`src/rtl/led_pattern_pkg.sv`:
```
// Shared mode encodings, bounce direction and PWM width for the LED pattern generator.
package led_pattern_pkg;

    typedef enum logic [1:0] {
        MODE_STATIC = 2'd0,
        MODE_BLINK  = 2'd1,
        MODE_ROTATE = 2'd2,
        MODE_BOUNCE = 2'd3
    } mode_e;

    typedef enum logic {
        DIR_UP   = 1'b0,
        DIR_DOWN = 1'b1
    } dir_e;

    localparam int PWM_W = 4;

endpackage

```
`src/rtl/led_pattern_gen_tick_prescaler.sv`:
```
// Step-rate prescaler: counts 0..DIV-1 while enabled and emits a registered one-cycle tick
// on the cycle after the terminal count. clr restarts the count and drops any pending tick.
module tick_prescaler #(
    parameter int DIV = 4
) (
    input  logic clk,
    input  logic rst_n,
    input  logic en,
    input  logic clr,
    output logic tick
);

    localparam int              CNT_W = (DIV > 1) ? $clog2(DIV) : 1;
    localparam logic [CNT_W-1:0] LAST = CNT_W'(DIV - 1);

    logic [CNT_W-1:0] cnt_q;
    logic             tick_q;

    always_ff @(posedge clk or negedge rst_n) begin
        if (!rst_n) begin
            cnt_q  <= '0;
            tick_q <= 1'b0;
        end else if (clr) begin
            cnt_q  <= '0;
            tick_q <= 1'b0;
        end else if (en) begin
            tick_q <= (cnt_q == LAST);
            cnt_q  <= (cnt_q == LAST) ? '0 : cnt_q + CNT_W'(1);
        end else begin
            tick_q <= 1'b0;
        end
    end

    assign tick = tick_q;

endmodule

```
`src/rtl/led_pattern_gen.sv`:
```
// Run-time selectable LED pattern driver (static/blink/rotate/bounce) stepped by a prescaled tick.
// Define LED_PWM_EN to gate the LED outputs with a 4-bit brightness PWM.
module led_pattern_gen
    import led_pattern_pkg::*;
#(
    parameter int NUM_LEDS = 4,
    parameter int CLK_HZ   = 12000000,
    parameter int STEP_HZ  = 4
) (
    input  logic                clk,
    input  logic                rst_n,
    input  logic                en,
    input  logic [1:0]          mode,
    input  logic [NUM_LEDS-1:0] pattern,
    input  logic [PWM_W-1:0]    bright,
    output logic                tick,
    output logic [NUM_LEDS-1:0] led
);

    // mode_q      | meaning
    // MODE_STATIC | led follows pattern every cycle
    // MODE_BLINK  | phase toggles per tick, led = phase ? pattern : 0
    // MODE_ROTATE | led rotates left per tick, seeded from pattern at reload
    // MODE_BOUNCE | one-hot walks up and down, ends not repeated

    localparam int               DIV      = CLK_HZ / STEP_HZ;
    localparam int               POS_W    = (NUM_LEDS > 1) ? $clog2(NUM_LEDS) : 1;
    localparam logic [POS_W-1:0] POS_LAST = POS_W'(NUM_LEDS - 1);

    if (DIV < 2) begin : g_div_check
        $error("led_pattern_gen: CLK_HZ/STEP_HZ must be at least 2");
    end

    mode_e               mode_q;
    logic [NUM_LEDS-1:0] led_q;
    logic                phase_q, phase_d;
    logic [POS_W-1:0]    pos_q, pos_d;
    dir_e                dir_q, dir_d;
    logic                mode_chg;
    logic                tick_w;

    assign mode_chg = (mode != mode_q);

    tick_prescaler #(.DIV(DIV)) u_prescaler (
        .clk   (clk),
        .rst_n (rst_n),
        .en    (en),
        .clr   (mode_chg),
        .tick  (tick_w)
    );

    function automatic logic [NUM_LEDS-1:0] one_hot(input logic [POS_W-1:0] p);
        logic [NUM_LEDS-1:0] r;
        for (int i = 0; i < NUM_LEDS; i++) r[i] = (p == POS_W'(i));
        return r;
    endfunction

    function automatic logic [NUM_LEDS-1:0] rot_left(input logic [NUM_LEDS-1:0] v);
        logic [NUM_LEDS-1:0] r;
        for (int i = 0; i < NUM_LEDS; i++) r[(i + 1) % NUM_LEDS] = v[i];
        return r;
    endfunction

    always_comb begin
        phase_d = tick_w ? ~phase_q : phase_q;
        pos_d   = pos_q;
        dir_d   = dir_q;
        if (tick_w && (NUM_LEDS > 1)) begin
            if (dir_q == DIR_UP) begin
                if (pos_q == POS_LAST) begin
                    dir_d = DIR_DOWN;
                    pos_d = pos_q - POS_W'(1);
                end else begin
                    pos_d = pos_q + POS_W'(1);
                end
            end else if (pos_q == '0) begin
                dir_d = DIR_UP;
                pos_d = pos_q + POS_W'(1);
            end else begin
                pos_d = pos_q - POS_W'(1);
            end
        end
    end

    // A mode change reloads state and takes priority over a tick on the same cycle.
    always_ff @(posedge clk or negedge rst_n) begin
        if (!rst_n) begin
            mode_q  <= MODE_STATIC;
            led_q   <= '0;
            phase_q <= 1'b1;
            pos_q   <= '0;
            dir_q   <= DIR_UP;
        end else if (mode_chg) begin
            mode_q  <= mode_e'(mode);
            phase_q <= 1'b1;
            pos_q   <= '0;
            dir_q   <= DIR_UP;
            led_q   <= (mode_e'(mode) == MODE_BOUNCE) ? one_hot('0) : pattern;
        end else begin
            case (mode_q)
                MODE_STATIC: led_q <= pattern;
                MODE_BLINK: begin
                    phase_q <= phase_d;
                    led_q   <= phase_d ? pattern : '0;
                end
                MODE_ROTATE: begin
                    if (tick_w) led_q <= rot_left(led_q);
                end
                MODE_BOUNCE: begin
                    pos_q <= pos_d;
                    dir_q <= dir_d;
                    led_q <= one_hot(pos_d);
                end
                default: led_q <= '0;
            endcase
        end
    end

    assign tick = tick_w;

`ifdef LED_PWM_EN
    logic [PWM_W-1:0] pwm_q;

    always_ff @(posedge clk or negedge rst_n) begin
        if (!rst_n) pwm_q <= '0;
        else        pwm_q <= pwm_q + PWM_W'(1);
    end

    assign led = led_q & {NUM_LEDS{(pwm_q < bright)}};
`else
    logic bright_unused;
    assign bright_unused = ^bright;
    assign led = led_q;
`endif

endmodule

```
`config.mk`:
```
export PLATFORM = sky130hd
export DESIGN_NAME = led_pattern_gen
export DESIGN_NICKNAME = d
export VERILOG_FILES = /design/src/rtl/led_pattern_pkg.sv /design/src/rtl/led_pattern_gen_tick_prescaler.sv /design/src/rtl/led_pattern_gen.sv
export SDC_FILE = /design/constraint.sdc
export NUM_CORES = 1
export LEC_CHECK = 0
export CORE_MARGIN = 4
export CORE_UTILIZATION = 50
export DETAILED_ROUTE_END_ITERATION = 10
export GPL_ROUTABILITY_DRIVEN = 0
export PLACE_DENSITY = 0.8
export SETUP_SLACK_MARGIN = 0.2
export SYNTH_ARGS = -nofsm -noshare
export SYNTH_HDL_FRONTEND = slang
export SYNTH_SLANG_ARGS = --single-unit
```
`constraint.sdc`:
```
create_clock -name clk -period 1.7 [get_ports clk]
set_input_delay 0.255 -clock clk [delete_from_list [all_inputs] [get_ports clk]]
set_output_delay 0.255 -clock clk [all_outputs]
set_load 0.005 [all_outputs]
```
Word-level counts from Yosys, hierarchy flattened
Index checks and enable logic that the tools add are counted.
{"block": "word_totals", "reg_bits": 33, "inputBits": 13, "out_inout_bits": 5, "elab_cells": 55}
{"block": "classes", "add_sub_neg": 3, "n_eq_ne": 11, "mux": 25, "n_bitwise": 1, "n_reduce_logical": 8}
{"cell": "$mux W22", "n": 3}
{"cell": "$add A22 B1 Y22 const B", "n": 1}
{"cell": "$eq A22 B22 Y1 const B", "n": 1}
{"cell": "$mux W4", "n": 4}
{"cell": "$pmux W4 S4", "n": 1}
{"cell": "$eq A2 B2 Y1 const B", "n": 6}
{"cell": "$mux W2", "n": 6}
{"cell": "$mux W1", "n": 11}
{"cell": "$reduce_bool A2 Y1", "n": 4}
{"cell": "$logic_not A2 Y1", "n": 3}
{"cell": "$eq A2 B1 Y1 const B", "n": 2}
{"cell": "$ne A3 B2 Y1 const B", "n": 1}
{"cell": "$add A2 B1 Y2 const B", "n": 1}
{"cell": "$ne A2 B2 Y1", "n": 1}
{"cell": "$reduce_and A2 Y1", "n": 1}
{"cell": "$sub A2 B1 Y2 const B", "n": 1}
{"cell": "$not A1 Y1", "n": 1}

Longest topological paths before layout
{"block": "depth", "ltp_word": 7, "mapped_depth": 7, "ltp_nobuf": 6}

By module
A second synthesis with hierarchy kept.
{"block": "unflattened", "cells_unflattened": 224, "hier_area_um2": 2104.5}
{"mod": "tick_prescaler", "instances": 1, "cells_per_inst": 121, "area_each_um2": 1197.4, "seq_area_each_um2": 575.6}
{"mod": "led_pattern_gen", "instances": 1, "cells_per_inst": 103, "area_each_um2": 907.1, "seq_area_each_um2": 251.5}

Least setup slack after synthesis
OpenSTA, ideal clock, no wires.
{"block": "synth_timing", "path_type": "reg2reg", "start": "reg u_prescaler.cnt_q[0]", "end": "reg u_prescaler.cnt_q[8]", "setup_time_ns": 0.122, "t_arrival_ns": 1.760, "required_ns": 1.578, "setup_slack_ns": -0.181, "stages_incl_launch_ff": 7, "n_path_buf": 0, "synth_period_minus_slack_ns": 1.881, "cell_sequence": "dfrtp_1 ha_1 nand4_4 nor4_4 nand4_2 a211o_1 a32o_1"}
{"block": "synth_via", "elab_chain_cells": 4, "elab_cells_between_ends": 5, "classes_between": "add/sub: 1; eq/ne: 1; mux: 3"}
{"element": "start: declaration", "line": "led_pattern_gen_tick_prescaler.sv:16", "text": "logic [CNT_W-1:0] cnt_q;"}
{"element": "start signal: assignment", "line": "led_pattern_gen_tick_prescaler.sv:28", "text": "cnt_q <= (cnt_q == LAST) ? '0 : cnt_q + CNT_W'(1);"}
{"element": "$add A22 B1 Y22 / $eq A22 B22 Y1 (equally long branches)", "line": "led_pattern_gen_tick_prescaler.sv:28"}
{"element": "$mux W22 *", "line": "led_pattern_gen_tick_prescaler.sv:28"}
{"element": "$mux W22 *", "line": "led_pattern_gen_tick_prescaler.sv:26", "text": "end else if (en) begin"}
{"element": "$mux W22 *", "line": "led_pattern_gen_tick_prescaler.sv:23", "text": "end else if (clr) begin"}
Every way passes the cells marked *; elsewhere a longest branch is shown, timed or not. The select of a mux whose other input is x is not followed.
A chain may end at the register's enable or synchronous reset.

Worst setup path after layout
{"block": "layout_timing", "start": "reg u_prescaler.cnt_q[20]", "end": "reg u_prescaler.cnt_q[11]"}
{"block": "layout_via", "elab_chain_cells": 4}
{"element": "$eq A22 B22 Y1", "line": "led_pattern_gen_tick_prescaler.sv:28"}
{"element": "$mux W22", "line": "led_pattern_gen_tick_prescaler.sv:28"}
{"element": "$mux W22", "line": "led_pattern_gen_tick_prescaler.sv:26"}
{"element": "$mux W22", "line": "led_pattern_gen_tick_prescaler.sv:23"}
No other way between the ends. The select of a mux whose other input is x is not followed.

==> summary.md <==
| Metric | Value |
|---|---|
| Total power | `between 1500 and 2000 uW` |
| Post-DP HPWL | `3.869 mm` |
| Drt pass-1 iters | `10` |
| Total wire length | `approximately 7.9 mm` |
| PwrDens | `521.4 nW/um2` |
| Buf/Inv on CP | `1` |
| Top post-synthesis cells by area | `dfrtp_1, a21oi_1, o21ai_0` |
| Max Cap Violations | `0` |
| Starting density of the core | `a little over half` |
| Hold buffer count at cts | `0` |
| Crit path from | `u_prescaler.cnt_q[20]` |
| Leading cell types in the layout, fill and taps excluded | `buf_4, dfrtp_1, buf_6` |
| Root Buffer | `clkbuf_8` |
| Initial DRC Count | `roughly 250` |
| GRT overflow | `0` |
| Worst EP arrival | `2.00 ns` |
| Failing checks | `setup timing` |
| Wire per inst | `21.19 um` |
| DR DRC count | `0` |
| Setup Skew | `0.008575 ns` |
| Multi-input combinational cell area | `1572 um2` |
| Final hold viol count | `0` |
| Total CTS buffers | `5` |
| GRT Util Overall | `25.16%` |
| Final-report setup violation count | `16` |
| Hold WC Path Type | `in2reg` |
| Top cell type's share of synthesized area | `37.80%` |
| Achievable Freq | `547.0 MHz` |
| Clock Sinks | `33` |
| RSZ-0062 raised after global routing | `yes` |
| Share of cells above drive strength 1 | `45.65%` |
| Status | `complete, but fails checks` |
| Storage element area | `around 840 um2` |
| Top Ports | `18` |
| Final WS setup | `-0.1280 ns` |
| Cell taking the most area after synthesis | `dfrtp_1` |
| Most common cell after layout, fill and taps aside | `buf_4` |
| FF-to-FF Start | `u_prescaler.cnt_q[20]` |
| Syn Area/Cell | `8.900 um2` |
| Critical path endpoint category | `flop` |
| Synth-to-Final Area Change | `60.66%` |
| Critical Path RT | `1.88 ns` |
| VDD IR max | `about 0.33 mV` |
| Critical path class | `reg2reg` |
| Num rows | `23` |
| Antenna-violating nets left | `0` |
| Asr flop ratio synth | `100.0%` |
| Hold_sp | `mode[1]` |
| Final Cycle Share | `107.5%` |
| Post-layout util | `83.87%` |
| Post-route cell area | `3403 um2` |
| TritonCTS clock tree | `yes` |
| CTS H-tree lvls | `2` |
| Post-Syn Area | `approximately 2100 um2` |
| Finished Layout Cells | `372` |
| Family with the most delay on the worst path | `simple AND/OR/NAND/NOR gates` |
| Vias in the first global route | `2249` |
| Post-DP Area | `2679 um2` |
| Post-synthesis sequential area ratio | `39.04%` |
| Mapped Cells | `around 240` |
| Worst-Margin Slew | `approximately 0.44 ns` |
| Clock transition at path regs | `approximately 0.070 ns` |
| Fill cells | `205` |
| Yosys warning count | `0` |
| Net count reported at finish | `335` |
| Worst path slowest cell | `or3b_4` |
| Distinct cells, synth | `52` |
| Port buffer count | `13` |
| LEAKAGE | `0.001425 uW` |
| Die Area | `5342 um2` |
| Flops & latches, synth | `33` |
| Clk_lat worst skew | `0.30 ns` |
| Syn Nets | `252` |
| Placed instance count | `~330` |
| Max-slew violation count | `0` |
| Clk buf depth | `2` |
| Crit path cell chain | `or3b_4 > nor3_4 > buf_6 > and2_4 > o21ai_2 > a32o_1` |
| Rel. slew slack | `70.76%` |
| Antenna Diode Count | `0` |
| Prevailing post-synth register cell | `dfrtp_1` |
| Vias post-DR | `2450` |
| Largest net degree at the start of global routing | `34` |
| CP max stage delay | `0.43 ns` |
| Initial antenna violation count | `0` |
| Die W | `roughly 73 um` |
| Post-synth EDFFs | `0` |
| Core area | `4058 um2` |
| First-pass GRT wire length | `10.38 mm` |
| Min cycle time layout | `1.828 ns` |
| Critical path launch point type | `flop` |
| Die height | `73.09 um` |
| Crit-path max FO | `4` |
| DR vias/cell | `6.586` |
-- sequential cells by signal (all words and copies together), names as in the netlist --
register and cells:
u_prescaler.cnt_q 22, led 4, mode_q 2, pos_q 2, dir_q 1, phase_q 1
u_prescaler.tick 1
-- through the flow --
| step | hold WS (ns) | TNS, ns | worst slack [ns] |
|---|---|---|---|
| final | 0.3035 | -1.094 | -0.1280 |
| after global routing | 0.2957 | -2.032 | -0.2052 |
| after CTS | 0.2808 | -0.1047 | -0.04473 |
| after detailed placement | 0.5065 | -2.007 | -0.2302 |
| after global placement | 0.4859 | -1.453 | -0.1698 |
| after floorplan | -0.04059 | -0.07800 | -0.01303 |
-- worst reg2reg max path, stage by stage (launching register included) --
cell and delay, ns:
dfrtp_1 0.38, or3b_4 0.43, nor3_4 0.25, buf_6 0.17, and2_4 0.16, o21ai_2 0.06
a32o_1 0.25
-- routing by layer --
| layer | GRT usage [%] | part of all wire (%) | up-vias |
|---|---|---|---|
| li1 | - | - | 1066 |
| met1 | 29.72 | 39 | 1198 |
| met2 | 43.30 | 49 | 139 |
| met3 | 4.545 | 7.5 | 47 |
| met4 | 12.70 | 4.2 | 0 |
| met5 | 0 | 0 | - |
-- power by group --
part           internal, uW  switching (uW)
clock network           366             327
registers               800            14.4
logic                   128             139
-- cells in the mapped netlist, types with 2 or more instances --
| cell type | instances |
|---|---|
| mux2i_1 | 2 |
| nand2_1 | 18 |
| nand4_2 | 2 |
| nor2_1 | 20 |
| and2_1 | 3 |
| buf_2 | 3 |
| xnor2_1 | 4 |
| a21o_1 | 2 |
| nor3_1 | 3 |
| dfrtp_1 | 32 |
| xor2_1 | 4 |
| nor3b_1 | 6 |
| nor3_4 | 2 |
| a31oi_1 | 2 |
| and3_1 | 6 |
| a21oi_1 | 27 |
| clkbuf_1 | 8 |
| nor4_2 | 2 |
| or3_1 | 3 |
| a22oi_1 | 2 |
| o21ai_0 | 18 |
| or4_1 | 2 |
| o211ai_1 | 2 |
| nor4_1 | 3 |
| inv_1 | 6 |
| o31ai_1 | 2 |
| nand4_1 | 7 |
| nand4bb_1 | 2 |
| nor4_4 | 2 |
| nand3_1 | 10 |
| a32o_1 | 6 |
| a22o_1 | 3 |
| nand2b_1 | 2 |
| nand3b_1 | 4 |
-- cell type report --
cell class / count / share of cell area (%)
clock inverter: 1 / 0.1471
multi-input combinational: 188 / 46.18
timing repair buffer: 87 / 23.68
inverter: 6 / 0.6618
clock buffer: 7 / 2.831
sequential: 33 / 24.67
tap: 50 / 1.838
-- cells by family after synthesis --
logic type	count (synthesis)	synth area share (%)
DFF	33	39.04
and+or+nand+nor	106	32.43
buffers and inverters	18	3.366
AOI/OAI and AO/OA	70	20.32
muxes	2	0.9451
xor gates and xnor gates	8	3.307
adders and majority gates	1	0.5906
-- worst paths after layout --
check,slack (ns),endpoint,cells past startpoint
max,-0.13,u_prescaler.cnt_q[11],6
min,0.30,mode_q[1],1
max reg2reg,-0.13,u_prescaler.cnt_q[11],6
min reg2reg,0.51,led[2],2
max in group asynchronous,0.99,u_prescaler.cnt_q[8],2
min in group asynchronous,0.35,dir_q,2
-- timing repair --
action,4_1_cts,5_1_grt
setup endpoints to repair,25,27
resized for setup,29,68
pin swaps,10,37
gates cloned,0,1
buffers inserted,10,19
(Power assumes the default switching activity.)
